<file path="src/rtl/uart_echo_sequencer.sv">
// Echo-path sequencer: captures received bytes into a small FIFO and feeds them to the UART transmitter.
// Optional build macro UART_ECHO_CRLF_EN appends 0x0A after every echoed 0x0D.
module uart_echo_sequencer #(
    parameter int unsigned DEPTH_LOG2 = 2
) (
    input  logic                clkIN,
    input  logic                resetIN,
    input  logic [7:0]          rxDataIN,
    input  logic                rxDoneIN,
    output logic                rxAckOUT,
    input  logic                txBusyIN,
    output logic [7:0]          txDataOUT,
    output logic                txStartOUT,
    output logic                overflowOUT,
    output logic [DEPTH_LOG2:0] levelOUT
);
    localparam int unsigned DEPTH = 1 << DEPTH_LOG2;
    localparam logic [DEPTH_LOG2:0] FULL_LEVEL = DEPTH[DEPTH_LOG2:0];

`ifdef UART_ECHO_CRLF_EN
    typedef enum logic [1:0] {IDLE, WAIT_BUSY, WAIT_DONE, LF} state_t;
`else
    typedef enum logic [1:0] {IDLE, WAIT_BUSY, WAIT_DONE} state_t;
`endif

    state_t state, stateNext;

    logic [7:0]            mem [DEPTH];
    logic [DEPTH_LOG2-1:0] wrPtr, rdPtr;
    logic                  rxPrev;
    logic [1:0]            waitCnt;
    logic                  capture, push, pop, full, startNext;
    logic [7:0]            dataNext;
`ifdef UART_ECHO_CRLF_EN
    logic                  crSent;
`endif

    assign full    = (levelOUT == FULL_LEVEL);
    assign capture = rxDoneIN & ~rxPrev;
    // A same-cycle pop frees the slot, so a full FIFO still accepts the byte.
    assign push    = capture & (~full | pop);

    always_ff @(posedge clkIN) begin
        if (resetIN) begin
            state       <= IDLE;
            rxPrev      <= 1'b1;
            rxAckOUT    <= 1'b0;
            overflowOUT <= 1'b0;
            txStartOUT  <= 1'b0;
            txDataOUT   <= '0;
            waitCnt     <= '0;
            wrPtr       <= '0;
            rdPtr       <= '0;
            levelOUT    <= '0;
`ifdef UART_ECHO_CRLF_EN
            crSent      <= 1'b0;
`endif
        end else begin
            state      <= stateNext;
            rxPrev     <= rxDoneIN;
            txStartOUT <= startNext;
            txDataOUT  <= dataNext;
            if (startNext)
                waitCnt <= '0;
            else if (state == WAIT_BUSY)
                waitCnt <= waitCnt + 2'd1;
            if (capture)
                rxAckOUT <= 1'b1;
            else if (!rxDoneIN)
                rxAckOUT <= 1'b0;
            if (capture && !push)
                overflowOUT <= 1'b1;
            if (push)
                wrPtr <= wrPtr + 1'b1;
            if (pop)
                rdPtr <= rdPtr + 1'b1;
            case ({push, pop})
                2'b10:   levelOUT <= levelOUT + 1'b1;
                2'b01:   levelOUT <= levelOUT - 1'b1;
                default: ;
            endcase
`ifdef UART_ECHO_CRLF_EN
            if (pop)
                crSent <= (mem[rdPtr] == 8'h0D);
            else if (state == LF)
                crSent <= 1'b0;
`endif
        end
    end

    always_ff @(posedge clkIN) begin
        if (push)
            mem[wrPtr] <= rxDataIN;
    end

    always_comb begin
        stateNext = state;
        case (state)
            IDLE:
                if (levelOUT != '0 && !txBusyIN)
                    stateNext = WAIT_BUSY;
            WAIT_BUSY:
                if (txBusyIN)
                    stateNext = WAIT_DONE;
                else if (waitCnt == 2'd3)
                    stateNext = IDLE;
            WAIT_DONE:
                if (!txBusyIN) begin
`ifdef UART_ECHO_CRLF_EN
                    stateNext = crSent ? LF : IDLE;
`else
                    stateNext = IDLE;
`endif
                end
`ifdef UART_ECHO_CRLF_EN
            LF:
                stateNext = WAIT_BUSY;
`endif
            default:
                stateNext = IDLE;
        endcase
    end

    always_comb begin
        pop       = (state == IDLE) && (levelOUT != '0) && !txBusyIN;
        startNext = pop;
        dataNext  = txDataOUT;
        if (pop)
            dataNext = mem[rdPtr];
`ifdef UART_ECHO_CRLF_EN
        if (state == LF) begin
            startNext = 1'b1;
            dataNext  = 8'h0A;
        end
`endif
    end

endmodule

</file>
<file path="config.mk">
export PLATFORM = sky130hd
export DESIGN_NAME = uart_echo_sequencer
export DESIGN_NICKNAME = d
export VERILOG_FILES = /design/src/rtl/uart_echo_sequencer.sv
export SDC_FILE = /design/constraint.sdc
export NUM_CORES = 1
export LEC_CHECK = 0
export BUFFER_PORTS_ARGS = -buffer_cell sky130_fd_sc_hd__buf_2
export CAP_MARGIN = 15
export CORE_MARGIN = 2
export CORE_UTILIZATION = 58
export CTS_CLUSTER_SIZE = 30
export DETAILED_ROUTE_END_ITERATION = 8
export PLACE_DENSITY_LB_ADDON = 0.1
export SLEW_MARGIN = 25
export SYNTH_ARGS = -nofsm -noshare
export SYNTH_HDL_FRONTEND = slang
export SYNTH_SLANG_ARGS = --single-unit
</file>
<file path="constraint.sdc">
create_clock -name clkIN -period 4.1 [get_ports clkIN]
set_input_delay 0.82 -clock clkIN [delete_from_list [all_inputs] [get_ports clkIN]]
set_output_delay 0.82 -clock clkIN [all_outputs]
set_load 0.02 [all_outputs]
</file>
==> flow_metrics.tcl, run 1 <==
set metrics [dict create \
    die_w_um 66.4 \
    dp_hpwl_mm 2.66 \
    setup-tns-final_ps 0 \
    portBuffers 25 \
    synth_commonest_cells "edfxtp_1 (32), dfxtp_1 (23), nand2_1 (18), nor2_1 (11), a21oi_1 (10)" \
    min_period_ps 2790 \
    antenna_left 0 \
    worst_ep_required_time_ps 4320 \
    hold_path_class "flop to flop" \
    nets 207 \
    dieArea_um2 4400 \
    cp.arrival_ps 3010 \
    grt_pass1_wl_mm 6.07 \
    synthCells 164 \
    cp-end-kind "flop" \
    cts_resized 0 \
    path_clk_slew_ps 90 \
    clock_path_buffers 2 \
    critical_path_class "input port to flop" \
    status "finished clean" \
    overflow 0 \
    top_level_ports 26 \
    vias 1324 \
    cts_root_buf "clkbuf_8" \
    core_um2 3690 \
    worst_slew_pin_slew_ps 627 \
    cts_max_level 2 \
    route.detailed.wl_per_inst_um 15.6 \
    hold_viol_final 0 \
    start_util 0.611 \
    ys.warnings.count 0 \
    drt-pass1-iter-count 4 \
    critPathMaxFanout 12 \
    cts_buffers 5 \
    syn_area_um2 2250 \
    yosysTopAreaCellShare 0.426 \
    layout-drive-gt1-share 0.247 \
    num_rows 22 \
    max_freq_mhz 359 \
    finish.utilization 0.673 \
    synth_most_common_cell "edfxtp_1" \
    cts_setup_buffers 0 \
    ir_drop_mv 0.274 \
    cts.hold.buffers_added 0 \
    power_density_nw_per_um2 383 \
    cts_tree "built" \
    cap_violations 0 \
    slew-limit-headroom 0.581 \
    post-route-period-util 0.679 \
    gp_congestion 0.891 \
    via_per_inst 5.56 \
    worstSkewPairLatency_ps 300 \
    synth_cell_type_count 39 \
    synth_edf_count 32 \
    ys.flop_type "edfxtp_1" \
    avgSynthCellArea_um2 13.7 \
    syn_to_final_growth_pct 10.2 \
    setup_viol 0 \
    drc_errors 0 \
    rsz0062_at_grt "false" \
    p_leak_uw 0.000874 \
    num_antenna_cells 0 \
    syn_nets 182 \
    finalMaxSlewViolations 0 \
    drt_iter0_drc 71 \
    antenna_found_initial 0 \
    fin_skew_ps 4.40 \
    grt_pass1_vias 1283 \
    synth_area_leaders "edfxtp_1 (43%), dfxtp_1 (20%), mux4_2 (8.0%)" \
    yosysTopAreaCell "edfxtp_1" \
    grt_max_degree 25 \
    cts_num_sinks 55 \
    routed_wl_mm 3.72 \
    critical_path.startpoint_type "input port" \
    die_h_um 66.4 \
    async_flop_share 0 \
    grtUsageTotal 0.194 \
    ys_seq_area_frac 0.630 \
    synth-seq-cells 55 \
]
-- state kept, by name, indices dropped and copies added (netlist names) --
| register | count |
|---|---|
| state | 2 |
| overflowOUT | 1 |
| waitCnt | 2 |
| rxPrev | 1 |
| txStartOUT | 1 |
| txDataOUT | 8 |
| rdPtr | 2 |
| levelOUT | 3 |
| mem | 32 |
| rxAckOUT | 1 |
| wrPtr | 2 |
-- stage by stage --
| step | hold WS (ps) | cells | setup slack (ps) | cell area (um2) | power [uW] |
|---|---|---|---|---|---|
| floorplan | 499 | 164 | 1360 | 2250 | 662 |
| global placement | 443 | 230 | 1100 | 2400 | 678 |
| detailed placement | 450 | 230 | 1020 | 2400 | 681 |
| CTS | 463 | 238 | 1330 | 2480 | 961 |
| global route | 482 | 238 | 1220 | 2480 | 991 |
| finish | 458 | 238 | 1310 | 2480 | 951 |
-- cells in the final DEF, fill, tap and decap left out, drive strengths merged, types with 3 or more instances in the layout --
cell type and instances:
a21oi 11, and2 4, buf 25, clkbuf 6, dfxtp 23, edfxtp 32
ha 5, inv 5, mux4 8, nand2 18, nor2 12, nor2b 3
nor3 3, or3 3, xnor2 6
-- metal layers --
metal | GRT usage | vias up | share of wire
met4 | 0.0612 | 0 | 0.0078
li1 | - | 642 | -
met3 | 0.0511 | 4 | 0.032
met5 | 0 | - | 0
met1 | 0.246 | 648 | 0.44
met2 | 0.324 | 30 | 0.52
-- path summary, 6_finish.rpt --
check	startpoint	endpoint	slack, ps	depth (start not counted)
min	txDataOUT[5]$_SDFFE_PP0P_	txDataOUT[5]$_SDFFE_PP0P_	460	2
min reg2reg	txDataOUT[5]$_SDFFE_PP0P_	txDataOUT[5]$_SDFFE_PP0P_	460	2
max reg2reg	state[0]$_SDFFE_PP0P_	levelOUT[2]$_SDFFE_PP0P_	1530	7
max	txBusyIN	levelOUT[2]$_SDFFE_PP0P_	1310	8
-- cell families (layout without fill, tap and decap cells) --
logic type               after synthesis  after routing  share of synthesized area
flip-flops                            55             55                      0.630
adder cells (fa/ha/maj)                6              6                     0.0366
buffers and inverters                 12             38                     0.0272
AO/OA/AOI/OAI                         24             24                     0.0816
multiplexers                          10             10                     0.0888
AND/OR/NAND/NOR                       50             50                      0.108
XOR/XNOR                               7              7                     0.0272
-- final cells by class --
| type | count | area, um2 |
|---|---|---|
| well taps | 48 | 60.1 |
| inverters | 5 | 18.8 |
| fillers | 267 | 1200 |
| multi-input cells | 97 | 772 |
| flip-flops and latches | 55 | 1420 |
| clock buffers | 6 | 72.6 |
| clock inverters | 2 | 13.8 |
| repair buffers | 25 | 125 |
-- critical path, stage by stage --
cell and delay (ps):
buf_2 120, or3_1 460, a21oi_4 350, nand2_1 110
fa_1 420, or3_1 410, o32a_1 180, a31oi_1 130
-- where the power goes --
group          switching [uW]  internal (uW)  total, uW
Clock                     161            121        282
Sequential               8.89            593        602
Combinational            39.1           27.4       66.5
No activity file was read; power rests on OpenSTA's default activity.
==> run 2: changes to the inputs <==
--- a/config.mk
+++ b/config.mk
@@ -8,7 +8,7 @@
 export BUFFER_PORTS_ARGS = -buffer_cell sky130_fd_sc_hd__buf_2
 export CAP_MARGIN = 15
 export CORE_MARGIN = 2
-export CORE_UTILIZATION = 58
+export CORE_UTILIZATION = 57
 export CTS_CLUSTER_SIZE = 30
 export DETAILED_ROUTE_END_ITERATION = 8
 export PLACE_DENSITY_LB_ADDON = 0.1
==> constraint.sdc (replaced) <==
create_clock -name clkIN -period 2.9 [get_ports clkIN]
set_input_delay 0.58 -clock clkIN [delete_from_list [all_inputs] [get_ports clkIN]]
set_output_delay 0.58 -clock clkIN [all_outputs]
set_load 0.02 [all_outputs]
==> flow_metrics.tcl, run 2 (synthesis gave the netlist of run 1 again) <==
set metrics [dict create \
    cpPeakStageDelay_ps 530 \
    grt_pass1_wl_mm 6.35 \
    cp_slowest_cell "or3_1" \
    status "finished clean" \
    fin_skew_ps 6.96 \
    p_sw_uw 299 \
    finish.utilization 0.665 \
    place_ws_ps 295 \
    layout-drive-gt1-share 0.257 \
    start_util 0.602 \
    grtUsageTotal 0.201 \
    routed_wl_mm 3.81 \
    critPathTopFamily "simple AND/OR/NAND/NOR gates" \
    netSwitchingFraction 0.223 \
    worst_ep_required_time_ps 3130 \
    grt_max_degree 25 \
    p_clk_frac 0.294 \
    drt-pass1-iter-count 4 \
    setup-tns-final_ps 0 \
    mostFrequentLayoutCells "edfxtp_1 (32), buf_2 (25), dfxtp_1 (23)" \
    num_antenna_cells 0 \
    die_h_um 66.9 \
    layout_setup_ws_ps 557 \
    finalMaxSlewViolations 0 \
    syn_to_final_growth_pct 10.4 \
    rsz0062_at_grt "false" \
    p_seq_frac 0.635 \
    cts_tree "built" \
    clock_path_buffers 2 \
    dpl-instance-area_um2 2400 \
    cp-end-kind "flop" \
    die_w_um 66.9 \
    cts_root_buf "clkbuf_8" \
    cts_resized 0 \
    overflow 0 \
    largest_reg_flops 32 \
    crit_chain "or3_1 -> a21oi_4 -> nand2_1 -> fa_1 -> or3_1 -> o32a_1 -> a31oi_1" \
    cts_num_sinks 55 \
    critPathMaxFanout 5 \
    path_clk_slew_ps 90 \
    final_area_um2 2490 \
    drc_errors 0 \
    route.detailed.wl_per_inst_um 15.9 \
    ir_drop_mv 0.405 \
    cts_max_level 2 \
    setup_viol 0 \
    cts_buffers 5 \
    seq_area_um2 1420 \
    largestRegisters "mem: 32 flops, txDataOUT: 8 flops, levelOUT: 3 flops" \
    cap_violations 0 \
    dp_hpwl_mm 2.66 \
    post-route-period-util 0.808 \
    grt_pass1_vias 1378 \
    power_density_nw_per_um2 539 \
    worst_slew_pin_slew_ps 644 \
    critical_path.startpoint_type "flop" \
    pwr-share-comb 0.071 \
    top_level_ports 26 \
    top_register "mem" \
    nets 208 \
    min_period_ps 2340 \
    dieArea_um2 4470 \
    multiInputGateArea_um2 772 \
    max_freq_mhz 427 \
    hold_path_class "flop to flop" \
    antenna_left 0 \
    mostFrequentLayoutCell "edfxtp_1" \
    drt_iter0_drc 53 \
    antenna_found_initial 0 \
    critical_path_class "flop to flop" \
    cp_common_cell "or3_1" \
    via_per_inst 5.56 \
    path_buf_inv 0 \
    vias 1328 \
    slew-limit-headroom 0.570 \
    worstSkewPairLatency_ps 300 \
    cp.arrival_ps 2580 \
    hold_viol_final 0 \
    p_int_uw 1040 \
    core_um2 3740 \
    cts.hold.buffers_added 0 \
    portBuffers 25 \
    p_total_uw 1340 \
    final.fill_count 290 \
    cts_setup_buffers 0 \
    gp_congestion 0.721 \
    p_leak_uw 0.000874 \
    num_rows 22 \
]
==> run 2: power by group through the flow <==
stage          sequential [uW]  clock (uW)  combinational, uW
6_report                   852         395               95.1
5_1_grt                    854         434                105
4_1_cts                    852         410               95.3
3_5_place_dp               870           0               94.7
3_3_place_gp               868           0               90.3
2_1_floorplan              870           0               65.5
==> run 2: per-layer routing <==
| metal | vias up | wire length, um | GRT usage | share of wire |
|---|---|---|---|---|
| li1 | 642 | - | - | - |
| met1 | 656 | 1610 | 0.227 | 0.42 |
| met2 | 24 | 2020 | 0.368 | 0.53 |
| met3 | 6 | 125 | 0.0507 | 0.033 |
| met4 | 0 | 44 | 0.0663 | 0.012 |
| met5 | - | 0 | 0 | 0 |
==> run 2: worst reg2reg max path, cell delays in order, from the launching register on <==
cell,delay (ps)
dfxtp_1,360
or3_1,530
a21oi_4,170
nand2_1,80
fa_1,410
or3_1,420
o32a_1,190
a31oi_1,120
==> run 2: final timing paths <==
check	start	endpoint	slack (ps)	cells past startpoint
worst max-delay path	state[0]$_SDFFE_PP0P_	levelOUT[2]$_SDFFE_PP0P_	560	7
worst min-delay path	txDataOUT[0]$_SDFFE_PP0P_	txDataOUT[0]$_SDFFE_PP0P_	460	2
worst max register to register	state[0]$_SDFFE_PP0P_	levelOUT[2]$_SDFFE_PP0P_	560	7
worst min register to register	txDataOUT[0]$_SDFFE_PP0P_	txDataOUT[0]$_SDFFE_PP0P_	460	2
==> run 2: stage by stage <==
| stage | std cells | hold WS [ps] |
|---|---|---|
| detailed placement | 231 | 453 |
| CTS | 239 | 466 |
| global placement | 231 | 442 |
| floorplan | 164 | 499 |
| finish | 239 | 464 |
| global route | 239 | 479 |
==> run 2: area by class of cell <==
cell class              instances  area share
clock buffers                   5      0.0277
clock inverters                 3     0.00603
inverters                       5     0.00754
multi-input cells              97       0.310
flip-flops and latches         55       0.571
well taps                      48      0.0241
repair buffers                 26      0.0533
==> run 3: changes to the inputs <==
--- a/config.mk
+++ b/config.mk
@@ -8,7 +8,7 @@
 export BUFFER_PORTS_ARGS = -buffer_cell sky130_fd_sc_hd__buf_2
 export CAP_MARGIN = 15
 export CORE_MARGIN = 2
-export CORE_UTILIZATION = 57
+export CORE_UTILIZATION = 51
 export CTS_CLUSTER_SIZE = 30
 export DETAILED_ROUTE_END_ITERATION = 8
 export PLACE_DENSITY_LB_ADDON = 0.1
==> constraint.sdc (replaced) <==
create_clock -name clkIN -period 2.02 [get_ports clkIN]
set_input_delay 0.404 -clock clkIN [delete_from_list [all_inputs] [get_ports clkIN]]
set_output_delay 0.404 -clock clkIN [all_outputs]
set_load 0.02 [all_outputs]
==> flow_metrics.tcl, run 3 (synthesis gave the netlist of run 1 again) <==
set metrics [dict create \
    status "finished clean" \
    antenna_found_initial 0 \
    rr_worst_depth 7 \
    reg2reg_from "state[0]$_SDFFE_PP0P_" \
    overflow 0 \
    worstSkewPairLatency_ps 300 \
    drc_errors 0 \
    path_clk_slew_ps 100 \
    layout-drive-gt1-share 0.340 \
    mostFrequentLayoutCell "edfxtp_1" \
    num_antenna_cells 0 \
    finalMaxSlewViolations 0 \
    gp_congestion 0.869 \
    cts_buffers 5 \
    die_w_um 70.5 \
    vias 1369 \
    use_met3 0.0332 \
    use_met2 0.306 \
    critical_path.startpoint_type "flop" \
    portBuffers 25 \
    hold-worst-slack_ps 312 \
    critPathLaunch "state[0]$_SDFFE_PP0P_" \
    grtUsageTotal 0.175 \
    hold_viol_final 0 \
    cts_tree "built" \
    largest_reg_flops 32 \
    p_total_uw 2110 \
    max_freq_mhz 502 \
    critical_path_class "flop to flop" \
    grt_max_degree 25 \
    ir_drop_mv 0.509 \
    rsz0062_at_grt "true" \
    dp_hpwl_mm 2.87 \
    endpoint "levelOUT[1]$_SDFFE_PP0P_" \
    largestRegisters "mem: 32 flops, txDataOUT: 8 flops, levelOUT: 3 flops" \
    core_um2 4290 \
    min_from "rxDataIN[7]" \
    route.detailed.wl_per_inst_um 15.4 \
    r2r-end "levelOUT[1]$_SDFFE_PP0P_" \
    syn_to_final_growth_pct 20.4 \
    critPathMaxFanout 2 \
    mostFrequentLayoutCells "edfxtp_1 (32), buf_2 (25), dfxtp_1 (23)" \
    multiInputGateArea_um2 793 \
    dieArea_um2 4970 \
    p_leak_uw 0.000994 \
    busiest_layer "met2" \
    cts_num_sinks 55 \
    num_rows 24 \
    final.fill_count 332 \
    antenna_left 0 \
    cap_violations 0 \
    worst_ep_required_time_ps 2280 \
    start_util 0.525 \
    clock_path_buffers 2 \
    seq_area_um2 1420 \
    rrSetupSlack_ps 30 \
    finish.utilization 0.632 \
    grt_pass1_vias 1411 \
    via_per_inst 5.25 \
    top_register "mem" \
    setup_viol 0 \
    hold_path_class "input port to flop" \
    cts_max_level 2 \
    power_density_nw_per_um2 777 \
    cts_root_buf "clkbuf_8" \
    drt-pass1-iter-count 4 \
    cp-end-kind "flop" \
    drt_iter0_drc 91 \
    routed_wl_mm 4.02 \
    min_period_ps 1990 \
    use_met1 0.213 \
    grt_pass1_wl_mm 6.60 \
    slew-limit-headroom 0.683 \
    worst_slew_pin_slew_ps 476 \
    fin_skew_ps 11.7 \
    cp.arrival_ps 2250 \
    top_level_ports 26 \
    post-route-period-util 0.987 \
    nets 226 \
    die_h_um 70.5 \
]
## run 3: cell count changes in the layout (fill, tap and decap cells not counted), moves of 2 or more
cell / before / now
buf_4: 1 / 16
buf_12: 0 / 3
clkinvlp_2: 2 / 0
or3_1: 3 / 1
or3_4: 0 / 2
## run 3: area by class of cell
| cell class | count | share of cell area |
|---|---|---|
| clock buffers | 6 | 0.0267 |
| clock inverters | 2 | 0.0143 |
| inverters | 5 | 0.00691 |
| multi-input cells | 97 | 0.292 |
| flip-flops and latches | 55 | 0.524 |
| well taps | 52 | 0.0240 |
| repair buffers | 44 | 0.112 |
## run 3: per-layer routing
layer  wire length (um)  up-vias
met3                150        6
met4                 54        0
met1               1710      661
met5                  0        -
li1                   -      678
met2               2110       24
## run 3: worst min path at each step
stage	to	depth (start not counted)
6_report	mem[3][7]$_DFFE_PP_	1
5_1_grt	mem[1][6]$_DFFE_PP_	1
4_1_cts	mem[1][6]$_DFFE_PP_	1
3_5_place_dp	txDataOUT[4]$_SDFFE_PP0P_	2
3_3_place_gp	txDataOUT[6]$_SDFFE_PP0P_	2
2_1_floorplan	waitCnt[1]$_SDFFE_PP0P_	2
## run 3: what timing repair did
item / in CTS / in global routing
pin swaps: 0 / 2
setup endpoints to repair: 2 / 2
buffers inserted: 0 / 1
hold buffers: 0 / 0
gates resized for setup: 1 / 1
## run 3: critical path: stages, from the launching register on
cell	delay (ps)
dfxtp_1	320
or3_4	400
a21oi_4	140
nand2_2	70
fa_2	430
a21o_1	180
a221oi_2	240
o211a_1	180
## run 3: stage by stage
stage / instance area (um2) / TNS (ps) / setup slack (ps) / instances
after floorplan: 2270 / -376 / -194 / 164
after detailed placement: 2590 / -295 / -152 / 252
after global placement: 2590 / -170 / -92.8 / 252
after global routing: 2720 / -88.2 / -50.7 / 261
final: 2720 / 0 / 27.1 / 261
after CTS: 2700 / 0 / 19.7 / 260
## run 3: where the power goes
part	total, uW	internal (uW)	switching, uW	leakage [uW]
Sequential	1210	1200	10.1	0.000475
Clock	724	375	349	0.0000558
Combinational	171	75.9	94.7	0.000463
